[src/rtl/flash_boot_loader_pkg.sv]
// Shared types and constants for the flash-to-SRAM boot loader.
package flash_boot_loader_pkg;

  localparam int unsigned FLASH_ADDR_W = 24;
  localparam int unsigned SRAM_ADDR_W  = 20;
  localparam int unsigned WORD_W       = 32;
  localparam int unsigned WAIT_W       = 4;

  typedef logic [FLASH_ADDR_W-1:0] Flash_addr_t;
  typedef logic [WORD_W-1:0]       Word_t;
  typedef logic [SRAM_ADDR_W-1:0]  Sram_addr_t;

  typedef enum logic [2:0] {
    ST_IDLE      = 3'd0,
    ST_READ_REQ  = 3'd1,
    ST_READ_WAIT = 3'd2,
    ST_WRITE     = 3'd3,
    ST_DONE      = 3'd4
  } loader_state_e;

  // Word counter must hold the value LOAD_WORDS itself (final compare), never wrap.
  function automatic int unsigned cnt_width(input int unsigned n);
    return (n == 0) ? 1 : $clog2(n + 1);
  endfunction

endpackage

[src/rtl/flash_boot_loader.sv]
// Boot-time copier: reads LOAD_WORDS words from flash and writes them to SRAM.
//
// state      | meaning
// -----------+-----------------------------------------------------------
// IDLE       | waiting for start
// READ_REQ   | first read_op cycle, flash address presented
// READ_WAIT  | read_op held until the wait counter reaches 0, then capture
// WRITE      | sram_we held with address/data until sram_ack
// DONE       | copy complete, terminal until reset
module flash_boot_loader
  import flash_boot_loader_pkg::*;
#(
  parameter int unsigned LOAD_WORDS = 16,
  parameter int unsigned FLASH_BASE = 0,
  parameter int unsigned SRAM_BASE  = 0,
  parameter int unsigned FLASH_WAIT = 4
) (
  input  logic                   clk,
  input  logic                   rst,
  input  logic                   start,
  output Flash_addr_t            bus_addr,
  output logic                   read_op,
  input  Word_t                  bus_data,
  output logic [SRAM_ADDR_W-1:0] sram_addr,
  output Word_t                  sram_wdata,
  output logic                   sram_we,
  input  logic                   sram_ack,
  output logic                   busy,
  output logic                   done
);

  localparam int unsigned CNT_W = cnt_width(LOAD_WORDS);
  typedef logic [CNT_W-1:0] cnt_t;

  localparam cnt_t              LAST_CNT  = cnt_t'(LOAD_WORDS);
  localparam logic [WAIT_W-1:0] WAIT_LOAD = WAIT_W'(FLASH_WAIT - 1);

  loader_state_e     state_q, state_d;
  cnt_t              cnt_q, cnt_d;
  logic [WAIT_W-1:0] wcnt_q, wcnt_d;
  Word_t             data_q, data_d;
  cnt_t              cnt_inc;

  assign cnt_inc = cnt_q + cnt_t'(1);

  // State, counters and captured word; reset abandons any copy in flight.
  always_ff @(posedge clk or negedge rst) begin
    if (!rst) begin
      state_q <= ST_IDLE;
      cnt_q   <= '0;
      wcnt_q  <= '0;
      data_q  <= '0;
    end else begin
      state_q <= state_d;
      cnt_q   <= cnt_d;
      wcnt_q  <= wcnt_d;
      data_q  <= data_d;
    end
  end

  // Next-state logic. The wait counter is loaded on entry to READ_REQ and counts
  // down through READ_REQ/READ_WAIT, so capture lands on the FLASH_WAIT-th read_op
  // cycle; with FLASH_WAIT=1 the capture happens in READ_REQ itself.
  always_comb begin
    state_d = state_q;
    cnt_d   = cnt_q;
    wcnt_d  = wcnt_q;
    data_d  = data_q;
    case (state_q)
      ST_IDLE: begin
        if (start) begin
          cnt_d   = '0;
          wcnt_d  = WAIT_LOAD;
          state_d = (LOAD_WORDS == 0) ? ST_DONE : ST_READ_REQ;
        end
      end
      ST_READ_REQ, ST_READ_WAIT: begin
        if (wcnt_q == '0) begin
          data_d  = bus_data;
          state_d = ST_WRITE;
        end else begin
          wcnt_d  = wcnt_q - WAIT_W'(1);
          state_d = ST_READ_WAIT;
        end
      end
      ST_WRITE: begin
        if (sram_ack) begin
          cnt_d = cnt_inc;
          if (cnt_inc == LAST_CNT) begin
            state_d = ST_DONE;
          end else begin
            wcnt_d  = WAIT_LOAD;
            state_d = ST_READ_REQ;
          end
        end
      end
      ST_DONE: state_d = ST_DONE;
      default: state_d = ST_IDLE;
    endcase
  end

  // Outputs decode from state only, so reset clears them in the same cycle and
  // address/data stay frozen while a request is held.
  always_comb begin
    read_op    = (state_q == ST_READ_REQ) || (state_q == ST_READ_WAIT);
    sram_we    = (state_q == ST_WRITE);
    busy       = read_op || sram_we;
    done       = (state_q == ST_DONE);
    bus_addr   = '0;
    sram_addr  = '0;
    sram_wdata = '0;
    if (read_op) begin
      bus_addr = Flash_addr_t'(FLASH_BASE) + (Flash_addr_t'(cnt_q) << 2);
    end
    if (sram_we) begin
      sram_addr  = Sram_addr_t'(SRAM_BASE) + Sram_addr_t'(cnt_q);
      sram_wdata = data_q;
    end
  end

endmodule

[config.mk]
export PLATFORM = sky130hd
export DESIGN_NAME = flash_boot_loader
export DESIGN_NICKNAME = d
export VERILOG_FILES = /design/src/rtl/flash_boot_loader_pkg.sv /design/src/rtl/flash_boot_loader.sv
export SDC_FILE = /design/constraint.sdc
export NUM_CORES = 1
export LEC_CHECK = 0
export CAP_MARGIN = 20
export CORE_ASPECT_RATIO = 1.2
export CORE_MARGIN = 10
export CORE_UTILIZATION = 41
export DETAILED_ROUTE_END_ITERATION = 10
export PLACE_DENSITY = 0.8
export SYNTH_ARGS = -nofsm -noshare
export SYNTH_HDL_FRONTEND = slang
export SYNTH_SLANG_ARGS = --single-unit
export TNS_END_PERCENT = 100
[constraint.sdc]
create_clock -name clk -period 2.1 [get_ports clk]
set_input_delay 0.525 -clock clk [delete_from_list [all_inputs] [get_ports clk]]
set_output_delay 0.525 -clock clk [all_outputs]
set_load 0.05 [all_outputs]
==> metrics.md <==
| Metric | Value |
|---|---|
| Result of the run | `finished clean` |
| Pin count of the biggest net entering global routing | `45` |
| Die Ht | `~100 um` |
| Number of antenna violations at the first check in global routing | `0` |
| Number of warnings printed during yosys synthesis | `0` |
| Final hold violations | `0` |
| Fraction of final layout cells sized beyond drive strength 1 | `0.391` |
| Worst setup SP type | `register` |
| Slowest cell on the critical path | `dfrtp_2` |
| GRT overflow | `0` |
| #FFs+latches synth | `44` |
| Number of maximum-capacitance constraint violations | `0` |
| Insertion delay of the later-clocked pin in the worst-skew pair | `0.30 ns` |
| Req. time, crit path | `1.57 ns` |
| Post-detailed-route DRC marker count | `0` |
| Post-detailed-routing wire length | `around 6400 um` |
| Routed wire length per instance | `around 16 um` |
| Total power after layout | `roughly 5.6 mW` |
| Fill cell count | `between 400 and 500` |
| Vias in the first global route | `between 2000 and 2500` |
| Worst Path Max Fanout | `6` |
| Switch share | `0.428` |
| Number of buffers created by CTS | `5` |
| Core Rows | `30` |
| Core occupancy in the finished layout | `0.689` |
| Distinct cells, synth | `36` |
| Number of input and output port buffers inserted | `~80` |
| Pins over their slew limit | `0` |
| Critical Path End Type | `primary output` |
| Routed via count divided by cell count | `around 4.6` |
| Total number of vias | `roughly 1900` |
| Clock Power Share | `0.093` |
| Die width | `between 90 and 100 um` |
| EDFF count, synth | `0` |
| Hold crit path type | `in -> async` |
| Clock transition at the registers of the reported paths | `approximately 0.090 ns` |
| Initial core utilization | `0.426` |
| Synthesized netlist cell count | `around 230` |
| H-Tree Depth | `2` |
| Diode count | `0` |
| Layout-stage area growth over the synthesis result | `61.8%` |
| Proportion of power drawn by combinational gates | `0.652` |
| Net total in the final layout | `~360` |
| Clock sink count | `44` |
| Routability-driven placement congestion ratio | `0.801` |
| Design internal power | `about 3.2 mW` |
| Worst clock skew | `roughly 0.015 ns` |
| Wire length of the first global-routing pass | `roughly 10000 um` |
| Overall global routing resource usage | `0.134` |
| Worst Path Arrival | `roughly 1.5 ns` |
| TritonCTS clock tree | `built` |
| Power share of the sequential group | `0.254` |
| Asr flop ratio synth | `1.00` |
| Commonest register cell after synthesis | `dfrtp_1` |
| Sequential fraction of the synthesis area | `0.450` |
| Class of the most critical setup path | `reg -> out` |
| Placeable core region | `around 5700 sq um` |
| R2r setup slk | `around 0.17 ns` |
| Count of antenna-violating nets left after detailed routing | `0` |
| Buf/Inv on CP | `3` |
| Maximum clock frequency | `around 0.48 GHz` |
| Final count of negative-setup-slack endpoints | `0` |
| Avg Inst Size Synth | `about 11 sq um` |
| Sequential cell area | `between 1000 and 1500 sq um` |
| Setup repair after global routing missed its margin | `yes` |
| Multi-input logic area | `between 1000 and 1500 sq um` |
| DRT iter0 DRCs | `39` |
| Max Root-Sink Buffers | `2` |
| Count of boundary I/O pins | `between 100 and 150` |
| Pwr/cell area | `between 1000 and 1500 nW/um^2` |
| Reported leakage power | `about 1.8 nW` |
| CTS Hold Bufs | `0` |
| Library cell used as clock root buffer | `clkbuf_8` |
| Portion of the clock cycle consumed by the worst path in the final layout | `0.985` |
| Die Footprint | `about 9500 sq um` |
| Synthesized cell area | `2450 sq um` |
| Largest vdd supply drop | `between 0.0007 and 0.0008 V` |
| Post-detail-place hpwl | `5040 um` |
| Min Tclk post-route | `between 2 and 2.5 ns` |
| Hold_ws | `roughly 0.19 ns` |
| Number of iterations in the first detailed-routing pass | `4` |
| Crit path largest cell delay | `roughly 0.45 ns` |
| Switching power total | `around 2.4 mW` |
| Category of cells accounting for the largest share of critical-path delay | `flip-flops` |
| Chain of cells forming the critical path | `xnor2_2 -> or2_4 -> clkinvlp_4 -> buf_4 -> buf_12` |
-- cell usage after synthesis, types with 2 or more instances --
master / n / area [sq um]
dfrtp_1: 44 / 1100
and2_1: 43 / 269
buf_4: 36 / 270
mux2_2: 21 / 236
mux2_1: 12 / 135
o21ai_0: 9 / 45.0
nand2_1: 8 / 30.0
clkbuf_1: 5 / 18.8
nor2_1: 5 / 18.8
inv_1: 4 / 15.0
nor3_1: 4 / 20.0
buf_2: 3 / 15.0
ha_1: 3 / 37.5
nand3_1: 3 / 15.0
a21oi_1: 2 / 10.0
nand2b_1: 2 / 12.5
nand3b_1: 2 / 15.0
nor2b_1: 2 / 12.5
nor4_1: 2 / 12.5
xor2_1: 2 / 17.5
-- layout make-up --
class	count	share of cell area
Clock inverter	2	0.00411
Tap cell	80	0.0253
Inverter	4	0.00474
Sequential cell	44	0.279
Timing Repair Buffer	100	0.365
Multi-Input combinational cell	169	0.303
Clock buffer	6	0.0183
-- worst paths after layout --
| path | startpoint | to | cells after the start |
|---|---|---|---|
| max | state_q[0] | read_op | 5 |
| min | rst | data_q[14] | 2 |
| max reg2reg | state_q[0] | data_q[26] | 6 |
| min reg2reg | data_q[22] | data_q[22] | 1 |
| max in group asynchronous | rst | state_q[0] | 2 |
| min in group clk | data_q[22] | data_q[22] | 1 |
-- stage by stage --
step / std cells / cell area, sq um / worst slack (ns) / setup TNS (ns)
2_1_floorplan: 261 / 2620 / 0.00425 / 0
3_3_place_gp: 388 / 3780 / -0.113 / -0.193
3_5_place_dp: 388 / 3780 / -0.138 / -0.272
4_1_cts: 403 / 3930 / 0.0274 / 0
5_1_grt: 405 / 3960 / -0.0400 / -0.193
6_report: 405 / 3960 / 0.0306 / 0
-- kinds of logic after synthesis --
kind of cell	after synthesis	share of synthesized area
multiplexers	34	0.156
XOR/XNOR	3	0.0107
other	1	0.00153
adder cells (fa/ha/maj)	3	0.0153
AND/OR/NAND/NOR	77	0.190
AO/OA/AOI/OAI	18	0.0460
flip-flops	44	0.450
buffers and inverters	48	0.130
-- layout by cell type, fill, tap and decap left out, types with 4 or more instances in the layout --
master            n
mux2_1           12
clkdlybuf4s50_1  34
and2_1           18
and2_4            8
clkbuf_8          5
nor2_1            5
nor3_1            4
buf_12           49
buf_4            16
dfrtp_1          42
nand2_1           8
and2_2           17
o21ai_0           9
conb_1           34
mux2_2           21
-- sequential cells by signal, indices dropped and copies added, names as in the netlist --
signal	cells
data_q	32
cnt_q	5
wcnt_q	4
state_q	3
-- per-layer routing --
metal / global-route usage / vias to the layer above / wire length, um
li1: - / 877 / -
met1: 0.129 / 879 / 2140
met2: 0.211 / 94 / 3040
met3: 0.116 / 7 / 1180
met4: 0.0319 / 0 / 55
met5: 0 / - / 0
-- power by group through the flow --
stage | Combinational (mW) | Sequential [mW] | Clock [mW]
2_1_floorplan | 2.07 | 1.35 | 0
3_3_place_gp | 3.40 | 1.43 | 0
3_5_place_dp | 3.46 | 1.46 | 0
4_1_cts | 3.61 | 1.44 | 0.546
5_1_grt | 3.88 | 1.48 | 0.583
6_report | 3.67 | 1.43 | 0.526
-- what timing repair did --
action | in CTS | in global routing
gates cloned | 0 | 0
pin swaps | 1 | 0
gates resized for setup | 6 | 4
endpoints found under the setup margin | 43 | 10
buffers inserted | 7 | 2
No activity file was read; power rests on OpenSTA's default activity.
